$ cat src/rtl/fpu_mul_pipe_pkg.sv
// Shared FPU types for the pipelined multiplier.
//   rmode_t    : rounding mode encoding used on the rmode port
//   flags_t    : 8-bit exception flags, MSB first:
//                infinity, snan, qnan, inexact, overflow, underflow, zero, divbyzero
//   fp_class_t : operand class produced by the input classifier
//   FP32_*     : single-precision field widths, used as parameter defaults
package fpu_mul_pipe_pkg;

  localparam int FP32_EXP_W = 8;
  localparam int FP32_MAN_W = 23;

  typedef enum logic [1:0] {
    RM_RNE = 2'b00,
    RM_RTZ = 2'b01,
    RM_RUP = 2'b10,
    RM_RDN = 2'b11
  } rmode_t;

  typedef struct packed {
    logic infinity;
    logic snan;
    logic qnan;
    logic inexact;
    logic overflow;
    logic underflow;
    logic zero;
    logic divbyzero;
  } flags_t;

  typedef enum logic [2:0] {
    FP_ZERO,
    FP_NORMAL,
    FP_INF,
    FP_QNAN,
    FP_SNAN
  } fp_class_t;

  // Width-independent classifier: callers reduce the fields to four booleans.
  // A zero exponent flushes denormals to zero.
  function automatic fp_class_t fp_classify(input logic exp_zero, input logic exp_ones,
                                            input logic man_zero, input logic man_msb);
    fp_class_t c;
    c = FP_NORMAL;
    if (exp_zero) c = FP_ZERO;
    else if (exp_ones) begin
      if (man_zero)     c = FP_INF;
      else if (man_msb) c = FP_QNAN;
      else              c = FP_SNAN;
    end
    return c;
  endfunction

endpackage

$ cat src/rtl/fpu_mul_pipe_round.sv
// fpu_round: combinational rounding of a normalised mantissa.
//   man       in  MAN_W  stored mantissa before rounding (hidden bit excluded)
//   guard     in  1      first bit below the mantissa LSB
//   sticky    in  1      OR of all bits below the guard bit
//   sign      in  1      sign of the result (directed modes depend on it)
//   rmode     in  2      rounding mode
//   man_rnd   out MAN_W  rounded mantissa
//   carry     out 1      increment rippled out of the mantissa (1.111.. -> 10.000..)
//   inexact   out 1      discarded bits were non-zero
module fpu_round
  import fpu_mul_pipe_pkg::*;
#(
  parameter int MAN_W = FP32_MAN_W
) (
  input  logic [MAN_W-1:0] man,
  input  logic             guard,
  input  logic             sticky,
  input  logic             sign,
  input  rmode_t           rmode,
  output logic [MAN_W-1:0] man_rnd,
  output logic             carry,
  output logic             inexact
);

  logic inc;

  always_comb begin
    inc = 1'b0;
    case (rmode)
      RM_RNE:  inc = guard & (sticky | man[0]);
      RM_RTZ:  inc = 1'b0;
      RM_RUP:  inc = ~sign & (guard | sticky);
      RM_RDN:  inc = sign & (guard | sticky);
      default: inc = 1'b0;
    endcase
  end

  // On carry the mantissa wraps to zero, which is exactly the right-shifted
  // value of 10.000..; the caller only has to bump the exponent.
  assign {carry, man_rnd} = {1'b0, man} + {{MAN_W{1'b0}}, inc};
  assign inexact = guard | sticky;

endmodule

$ cat src/rtl/fpu_mul_pipe.sv
// fpu_mul_pipe: three-stage pipelined floating-point multiplier (MULT unit).
//   S1: classify, significand product, biased exponent sum, sign
//   S2: one-bit normalise, guard/sticky extraction
//   S3: round, overflow/underflow/special handling, pack (result/flags registered)
// Ports:
//   clk, rst            clock, synchronous active-high reset
//   in_valid/in_ready   operand handshake (in_ready low only while the output stalls)
//   opa, opb            operands {sign, exp, man}, W = 1+EXP_W+MAN_W bits
//   rmode               rounding mode
//   out_valid/out_ready result handshake
//   result, flags       product and exception flags (flags_t order)
// Optional (macro FPU_MUL_STICKY_FLAGS_EN):
//   clear_flags         zeroes sticky_flags next cycle, wins over a coincident handshake
//   sticky_flags        OR of flags over every output handshake since reset/clear
module fpu_mul_pipe
  import fpu_mul_pipe_pkg::*;
#(
  parameter int EXP_W = FP32_EXP_W,
  parameter int MAN_W = FP32_MAN_W
) (
  input  logic                 clk,
  input  logic                 rst,
  input  logic                 in_valid,
  output logic                 in_ready,
  input  logic [EXP_W+MAN_W:0] opa,
  input  logic [EXP_W+MAN_W:0] opb,
  input  rmode_t               rmode,
  output logic                 out_valid,
  input  logic                 out_ready,
  output logic [EXP_W+MAN_W:0] result,
  output flags_t               flags
`ifdef FPU_MUL_STICKY_FLAGS_EN
  ,
  input  logic                 clear_flags,
  output logic [7:0]           sticky_flags
`endif
);

  localparam int W    = 1 + EXP_W + MAN_W;
  localparam int EW   = EXP_W + 2;
  localparam int PW   = 2 * MAN_W + 2;
  localparam int BIAS = 2 ** (EXP_W - 1) - 1;

  localparam logic signed [EW-1:0] BIAS_S    = EW'(BIAS);
  localparam logic signed [EW-1:0] EXP_ONES  = EW'(2 ** EXP_W - 1);
  localparam logic signed [EW-1:0] EXP_ONE   = EW'(1);
  localparam logic signed [EW-1:0] EXP_ZERO  = EW'(0);
  localparam logic [W-1:0]         CANON_QNAN = {1'b0, {EXP_W{1'b1}}, 1'b1, {(MAN_W-1){1'b0}}};

  // Handshake: the whole pipe moves together, so a bubble in S3 never stalls.
  logic stall, advance;
  assign stall    = out_valid & ~out_ready;
  assign advance  = ~stall;
  assign in_ready = advance;

  // ---------------- S1: classify / multiply ----------------
  logic             sa, sb;
  logic [EXP_W-1:0] ea, eb;
  logic [MAN_W-1:0] ma, mb;
  fp_class_t        cls_a, cls_b;

  assign {sa, ea, ma} = opa;
  assign {sb, eb, mb} = opb;
  assign cls_a = fp_classify(ea == '0, &ea, ma == '0, ma[MAN_W-1]);
  assign cls_b = fp_classify(eb == '0, &eb, mb == '0, mb[MAN_W-1]);

  logic                   s1_valid;
  logic                   s1_sign;
  fp_class_t              s1_cls_a, s1_cls_b;
  logic signed [EW-1:0]   s1_exp;
  logic [PW-1:0]          s1_prod;
  rmode_t                 s1_rmode;

  always_ff @(posedge clk) begin
    if (rst) begin
      s1_valid <= 1'b0;
    end else if (advance) begin
      s1_valid <= in_valid;
      if (in_valid) begin
        s1_sign  <= sa ^ sb;
        s1_cls_a <= cls_a;
        s1_cls_b <= cls_b;
        s1_exp   <= $signed({2'b00, ea}) + $signed({2'b00, eb}) - BIAS_S;
        s1_prod  <= PW'({1'b1, ma}) * PW'({1'b1, mb});
        s1_rmode <= rmode;
      end
    end
  end

  // ---------------- S2: normalise ----------------
  // Product of two [1,2) significands lies in [1,4): at most one bit of shift.
  logic                 n_msb;
  logic [MAN_W-1:0]     n_man;
  logic                 n_guard, n_sticky;
  logic signed [EW-1:0] n_exp;

  always_comb begin
    n_msb    = s1_prod[PW-1];
    n_man    = s1_prod[PW-3 -: MAN_W];
    n_guard  = s1_prod[MAN_W-1];
    n_sticky = |s1_prod[MAN_W-2:0];
    n_exp    = s1_exp;
    if (n_msb) begin
      n_man    = s1_prod[PW-2 -: MAN_W];
      n_guard  = s1_prod[MAN_W];
      n_sticky = |s1_prod[MAN_W-1:0];
      n_exp    = s1_exp + EXP_ONE;
    end
  end

  logic                 s2_valid;
  logic                 s2_sign;
  fp_class_t            s2_cls_a, s2_cls_b;
  logic signed [EW-1:0] s2_exp;
  logic [MAN_W-1:0]     s2_man;
  logic                 s2_guard, s2_sticky;
  rmode_t               s2_rmode;

  always_ff @(posedge clk) begin
    if (rst) begin
      s2_valid <= 1'b0;
    end else if (advance) begin
      s2_valid <= s1_valid;
      if (s1_valid) begin
        s2_sign   <= s1_sign;
        s2_cls_a  <= s1_cls_a;
        s2_cls_b  <= s1_cls_b;
        s2_exp    <= n_exp;
        s2_man    <= n_man;
        s2_guard  <= n_guard;
        s2_sticky <= n_sticky;
        s2_rmode  <= s1_rmode;
      end
    end
  end

  // ---------------- S3: round / pack ----------------
  logic [MAN_W-1:0]     r_man;
  logic                 r_carry, r_inexact;
  logic signed [EW-1:0] exp_f;

  fpu_round #(.MAN_W(MAN_W)) u_round (
    .man     (s2_man),
    .guard   (s2_guard),
    .sticky  (s2_sticky),
    .sign    (s2_sign),
    .rmode   (s2_rmode),
    .man_rnd (r_man),
    .carry   (r_carry),
    .inexact (r_inexact)
  );

  assign exp_f = s2_exp + (r_carry ? EXP_ONE : EXP_ZERO);

  logic     any_nan, any_snan, any_inf, any_zero, ovf_to_inf;
  logic [W-1:0] pk_result;
  flags_t   pk_flags;

  assign any_snan = (s2_cls_a == FP_SNAN) | (s2_cls_b == FP_SNAN);
  assign any_nan  = any_snan | (s2_cls_a == FP_QNAN) | (s2_cls_b == FP_QNAN);
  assign any_inf  = (s2_cls_a == FP_INF)  | (s2_cls_b == FP_INF);
  assign any_zero = (s2_cls_a == FP_ZERO) | (s2_cls_b == FP_ZERO);

  // Overflow saturates to infinity only when the rounding direction points away from zero.
  assign ovf_to_inf = (s2_rmode == RM_RNE) |
                      ((s2_rmode == RM_RUP) & ~s2_sign) |
                      ((s2_rmode == RM_RDN) &  s2_sign);

  always_comb begin
    pk_result = '0;
    pk_flags  = '0;
    if (any_nan) begin
      pk_result     = CANON_QNAN;
      pk_flags.qnan = 1'b1;
      pk_flags.snan = any_snan;
    end else if (any_inf & any_zero) begin
      pk_result     = CANON_QNAN;
      pk_flags.qnan = 1'b1;
    end else if (any_inf) begin
      pk_result         = {s2_sign, {EXP_W{1'b1}}, {MAN_W{1'b0}}};
      pk_flags.infinity = 1'b1;
    end else if (any_zero) begin
      pk_result     = {s2_sign, {(W-1){1'b0}}};
      pk_flags.zero = 1'b1;
    end else if (exp_f >= EXP_ONES) begin
      pk_flags.overflow = 1'b1;
      pk_flags.inexact  = 1'b1;
      if (ovf_to_inf) begin
        pk_result         = {s2_sign, {EXP_W{1'b1}}, {MAN_W{1'b0}}};
        pk_flags.infinity = 1'b1;
      end else begin
        pk_result = {s2_sign, {(EXP_W-1){1'b1}}, 1'b0, {MAN_W{1'b1}}};
      end
    end else if (exp_f[EW-1] | (exp_f == EXP_ZERO)) begin
      pk_result          = {s2_sign, {(W-1){1'b0}}};
      pk_flags.underflow = 1'b1;
      pk_flags.inexact   = 1'b1;
      pk_flags.zero      = 1'b1;
    end else begin
      pk_result        = {s2_sign, exp_f[EXP_W-1:0], r_man};
      pk_flags.inexact = r_inexact;
    end
  end

  always_ff @(posedge clk) begin
    if (rst) begin
      out_valid <= 1'b0;
      result    <= '0;
      flags     <= '0;
    end else if (advance) begin
      out_valid <= s2_valid;
      if (s2_valid) begin
        result <= pk_result;
        flags  <= pk_flags;
      end
    end
  end

`ifdef FPU_MUL_STICKY_FLAGS_EN
  always_ff @(posedge clk) begin
    if (rst)                         sticky_flags <= '0;
    else if (clear_flags)            sticky_flags <= '0;
    else if (out_valid & out_ready)  sticky_flags <= sticky_flags | flags;
  end
`endif

endmodule
$ cat config.mk
export PLATFORM = sky130hd
export DESIGN_NAME = fpu_mul_pipe
export DESIGN_NICKNAME = d
export VERILOG_FILES = /design/src/rtl/fpu_mul_pipe_pkg.sv /design/src/rtl/fpu_mul_pipe_round.sv /design/src/rtl/fpu_mul_pipe.sv
export SDC_FILE = /design/constraint.sdc
export NUM_CORES = 2
export LEC_CHECK = 0
export CAP_MARGIN = 20
export CORE_MARGIN = 10
export CORE_UTILIZATION = 39
export DETAILED_ROUTE_END_ITERATION = 16
export HOLD_SLACK_MARGIN = 0.03
export PLACE_DENSITY_LB_ADDON = 0.25
export SYNTH_ARGS = -nofsm -noshare
export SYNTH_HDL_FRONTEND = slang
export SYNTH_HIERARCHICAL = 1
export SYNTH_SLANG_ARGS = --single-unit
export TNS_END_PERCENT = 100
$ cat constraint.sdc
create_clock -name clk -period 10.5 [get_ports clk]
set_input_delay 2.625 -clock clk [delete_from_list [all_inputs] [get_ports clk]]
set_output_delay 2.625 -clock clk [all_outputs]
set_load 0.005 [all_outputs]
-- Yosys cells after proc, flatten, opt, wreduce, memory -nomap -nowiden
Index checks and enable logic that the tools add are counted.
Widths: inputs -> output; s select.
- register bits after elaboration: 153
- bits in latches: 0
- RAM bits: 0
- bits in read-only memories: 0
- input bits: 70
- memories: 0
- $add $sub $neg: 5
- $mul: 1
- divide/modulo/power cells: 0
- order comparisons: 1
- equal/unequal tests: 9
- shifts and indexed selects: 0
- muxes and demuxes: 38
- bitwise operators: 24
- reductions and logical operators: 19
- operator list (cell ; number):
    $mux 31 ; 4
    $mux 32 ; 2
    $mul 24x24->48 ; 1
    $logic_not 23->1 ; 2
    $add 23x1->24 ; 1
    $mux 24 ; 1
    $mux 23 ; 1
    $reduce_or 23->1 ; 1
    $reduce_or 22->1 ; 1
    $mux 1 ; 18
    $logic_not 8->1 ; 2
    $reduce_and 8->1 ; 2
    $eq 3x2->1 const B ; 4
    $mux 4 ; 3
    $add 10x2->10 ; 1
    $add 10x2->10 const B ; 1
    $ge 10x9->1 const B ; 1
    $logic_not 10->1 ; 1
    $mux 10 ; 1
    $or 1x1->1 ; 10
    $sub 9x7->10 const B ; 1
    $add 8x8->9 ; 1
    $mux 3 ; 3
    $mux 2 ; 4
    13 further kinds ; 30

-- Logic depth before layout (Yosys ltp)
- depth in word-level cells: 14
- gate-level depth with buffers: 27

-- Cells and area by module
Netlist, hierarchy kept.
- modules (own cells, without submodules) (module ; instances ; cells each ; area an instance (µm²) ; seq. area each (µm²)):
    fpu_mul_pipe ; 1 ; 2620 ; 25057.8 ; 4174.0
    fpu_round ; 1 ; 75 ; 548.0 ; 0.0

-- Worst setup path after synthesis
Ideal clock, no wire load.
- path kind: in2reg
- from: input port opa[8]
- to: register s1_prod[46], data pin
- arrival: 8890 ps
- setup slack: 1347 ps
- stages: 25
- path buffers: 3
- cell sequence: clkbuf_1 -> clkbuf_1 -> nand2_1 -> fa_1 -> fa_1 -> inv_1 -> fa_1 -> inv_1 -> fa_1 -> inv_1 -> fa_1 -> fa_1 -> inv_1 -> fa_1 -> inv_1 -> ha_1 -> buf_6 -> a21o_1 -> a221o_1 -> a221oi_2 -> o211ai_2 -> a2111oi_4 -> or3_1 -> a31oi_1 -> xor2_1
- word-level cells in the longest chain between the ends: 1
- ends and longest elaborated chain (item ; line ; text):
    from (decl) ; fpu_mul_pipe.sv:25 ; input logic [EXP_W+MAN_W:0] opa,
    $mul 24x24->48 ; fpu_mul_pipe.sv:84 ; s1_prod <= PW'({1'b1, ma}) * PW'({1'b1, mb});
    to (signal assigned) ; fpu_mul_pipe.sv:84 ;
    to (decl) ; fpu_mul_pipe.sv:71 ; logic [PW-1:0] s1_prod;
No other way between the ends.
A chain may end at the register's enable or synchronous reset.

-- Worst setup path after layout
- from: input port opb[7]
- to: register s1_prod[45], data pin
- word-level cells in the longest chain between the ends: 1
- ends and longest elaborated chain (item ; line ; text):
    from (decl) ; fpu_mul_pipe.sv:26 ; input logic [EXP_W+MAN_W:0] opb,
    $mul 24x24->48 ; fpu_mul_pipe.sv:84 ;
No other way between the ends.

==> impl_metrics.csv <==
group,metric,value,unit
run_status,run_status,"complete, no violations",
clock_tree,clk_pin_slew,60,ps
grt,grt_max_degree,68,
die,dieArea,76300,um2
setup_path,cp.arrival,10000,ps
clock_tree,ctsHtreeMaxLevel,4,
clock_tree,postCtsSetupBuffers,0,
synthesis,ys_ff_latch,153,
timing,hold_viol,0,
timing,tightest_slew,873,ps
cells_and_area,nFillCells,6369,
die,die_h,276,um
synthesis,yosysSeqAreaShare,16.3,%
synthesis,syn_area_per_cell,9.50,um2
setup_path,critPathRequiredTime,10660,ps
cells_and_area,layout-drive-gt1-share,6.46,%
grt,antenna_found_initial,0,
synthesis,yosysWarnings,6,
routing,drt_iter0_drc,1239,
synthesis,syn_nets,3442,
grt,grt_use_total,18.2,%
routing,drc,0,
timing,setup_viol,0,
timing,final_max_slew_viol_count,0,
timing,grt_setup_unrepaired,"false",
synthesis,synth-edff-count,111,
synthesis,synth_ff_type,"edfxtp_1",
clock_tree,cts_num_sinks,153,
routing,vias_per_cell,4.99,
routing,wire_per_inst,18.9,um
routing,final_antenna_net_count,0,
placed_design,gp_congestion,0.935,
clock_tree,cts_hold_buf,0,
cells_and_area,multi_input_area,18700,um2
cells_and_area,areaGrowthSynthToFinish,11.9,%
routing,dr.pass1.iters,5,
timing,fmax,102,MHz
die,core_area,64700,um2
setup_path,startpoint_type,"primary input",
clock_tree,clk_path_buf_depth,2,
grt,grt_overflow_total,0,
timing,post-route-period-util,93.7,%
synthesis,ys_types,72,
timing,fin_setup_tns,0,ps
routing,routed_wl,69400,um
grt,grt_first_pass_wirelength,111000,um
die,num_rows,93,
clock_tree,cts_tree,"built",
cells_and_area,fin_nets,3552,
die,die_x,276,um
cells_and_area,final_common_cell,"inv_1",
clock_tree,cts_resized,0,
timing,skew,11.2,ps
setup_path,crit_fanout,11,
clock_tree,cts_buffers,17,
grt,grt_pass1_vias,19900,
timing,relSlewSlack,41.6,%
die,initial_core_util,39.6,%
synthesis,netlist_instances,2695,
timing,min_period,9840,ps
cells_and_area,ff_latch_area,4170,um2
setup_path,critical_path.endpoint_type,"flip-flop",
clock_tree,cts_root_buffer,"clkbuf_16",
cells_and_area,layout_common_cells,"595 x inv_1, 483 x fa_1, 315 x nand2_1, 255 x and2_1, 194 x ha_1",
placed_design,io_buffers,110,
flow_run,cap_violations,0,
min_path,hold_path.class,"flip-flop to flip-flop",
setup_path,critPathKind,"primary input to flip-flop",
synthesis,synth_area,25600,um2
routing,vias,18300,
die,ios,112,
synthesis,async_reset_ff_share,0,%
clock_tree,clk_latency,410,ps
placed_design,dp_hpwl,59200,um
==> registers in the layout, summed over array words and instances, names as in the netlist <==
signal	cells
s2_sign	1
s2_guard	1
s2_exp	10
s1_exp	10
s1_prod	48
result	32
s2_cls_a	3
s1_valid	1
s2_valid	1
s1_rmode	2
s1_cls_a	3
s2_man	23
s1_cls_b	3
s2_sticky	1
out_valid	1
flags	7
s2_cls_b	3
s2_rmode	2
s1_sign	1
==> routing by layer <==
metal / share of wire, % / track usage (%)
met1: 45 / 24.4
met4: 2.5 / 4.61
met5: 0 / 0
met3: 4.8 / 2.21
met2: 48 / 30.6
==> stage by stage <==
| step | setup WS [ps] | cells | utilization (%) | instance area [um2] | hold slack (ps) |
|---|---|---|---|---|---|
| 6_report | 659 | 3674 | 44.3 | 28700 | 417 |
| 5_1_grt | 407 | 3673 | 44.3 | 28600 | 422 |
| 4_1_cts | 674 | 3673 | 44.3 | 28600 | 420 |
| 3_5_place_dp | 234 | 3641 | 43.4 | 28100 | 406 |
| 3_3_place_gp | 328 | 3640 | 43.4 | 28000 | 403 |
| 2_1_floorplan | 1350 | 2695 | - | 25600 | 400 |
==> kinds of logic (layout without fill, tap and decap cells) <==
kind of cell,count (synthesis),in the layout,share of synthesized area [%]
XOR/XNOR,90,90,3.08
other,1,2,0.0146
AO/OA/AOI/OAI,218,218,5.65
flip-flops,153,153,16.3
buffers and inverters,714,837,10.5
AND/OR/NAND/NOR,817,817,16.1
multiplexers,25,25,1.10
adder cells (fa/ha/maj),677,677,47.2
==> cells in the mapped netlist (6+ instances only) <==
cell	number	area share [%]
a21o_1	26	0.76
mux2_2	25	1.1
nor2b_1	9	0.22
fa_1	483	38
clkbuf_1	103	1.5
nand2_1	315	4.6
nor2_1	100	1.5
nand4_1	22	0.54
nor3_1	12	0.23
o21ai_1	34	0.66
nand2b_1	7	0.17
and3_1	14	0.34
a211oi_1	12	0.35
nor4_1	20	0.49
xnor2_1	56	1.9
nand3_1	28	0.55
a31oi_1	9	0.22
and4_1	8	0.27
o21a_1	6	0.18
and2_1	255	6.2
dfxtp_1	42	3.3
buf_2	8	0.16
inv_1	594	8.7
o21bai_1	12	0.35
ha_1	194	9.5
xor2_1	34	1.2
o21ai_0	16	0.31
a21oi_1	58	1.1
edfxtp_1	111	13
==> final cells by class <==
cell class | instances | share of cell area, %
Multi-Input combinational cell | 1828 | 65.4
Timing Repair Buffer | 206 | 6.36
Inverter | 599 | 7.85
Tap cell | 855 | 3.73
Clock buffer | 20 | 1.67
Clock inverter | 12 | 0.380
Antenna cell | 1 | 0.00873
Sequential cell | 153 | 14.6
==> critical path, cell delays in order <==
cell and delay (ps):
clkdlybuf4s50_1 850, buf_4 280, and2_1 160, fa_1 450, fa_1 530, inv_1 70, fa_1 410, fa_1 590
inv_1 70, fa_1 500, fa_1 490, inv_1 50, fa_1 470, inv_1 40, ha_1 370, a211oi_1 300
o21ai_0 170, a211oi_1 410, o211ai_1 260, a31oi_2 280, o21ai_1 160, a211oi_1 320, xnor2_1 110
==> path summary, 6_finish.rpt <==
kind,cells after the start,end,slack (ps),from
max,23,s1_prod[45],660,opb[7]
min,0,s2_cls_b[2],420,s1_cls_b[2]
max reg2reg,18,result[2],5550,s2_rmode[1]
min reg2reg,0,s2_cls_b[2],420,s1_cls_b[2]
Power is not shown: default switching activity piles up to over one toggle a cycle in this logic, so the estimate is an artifact.
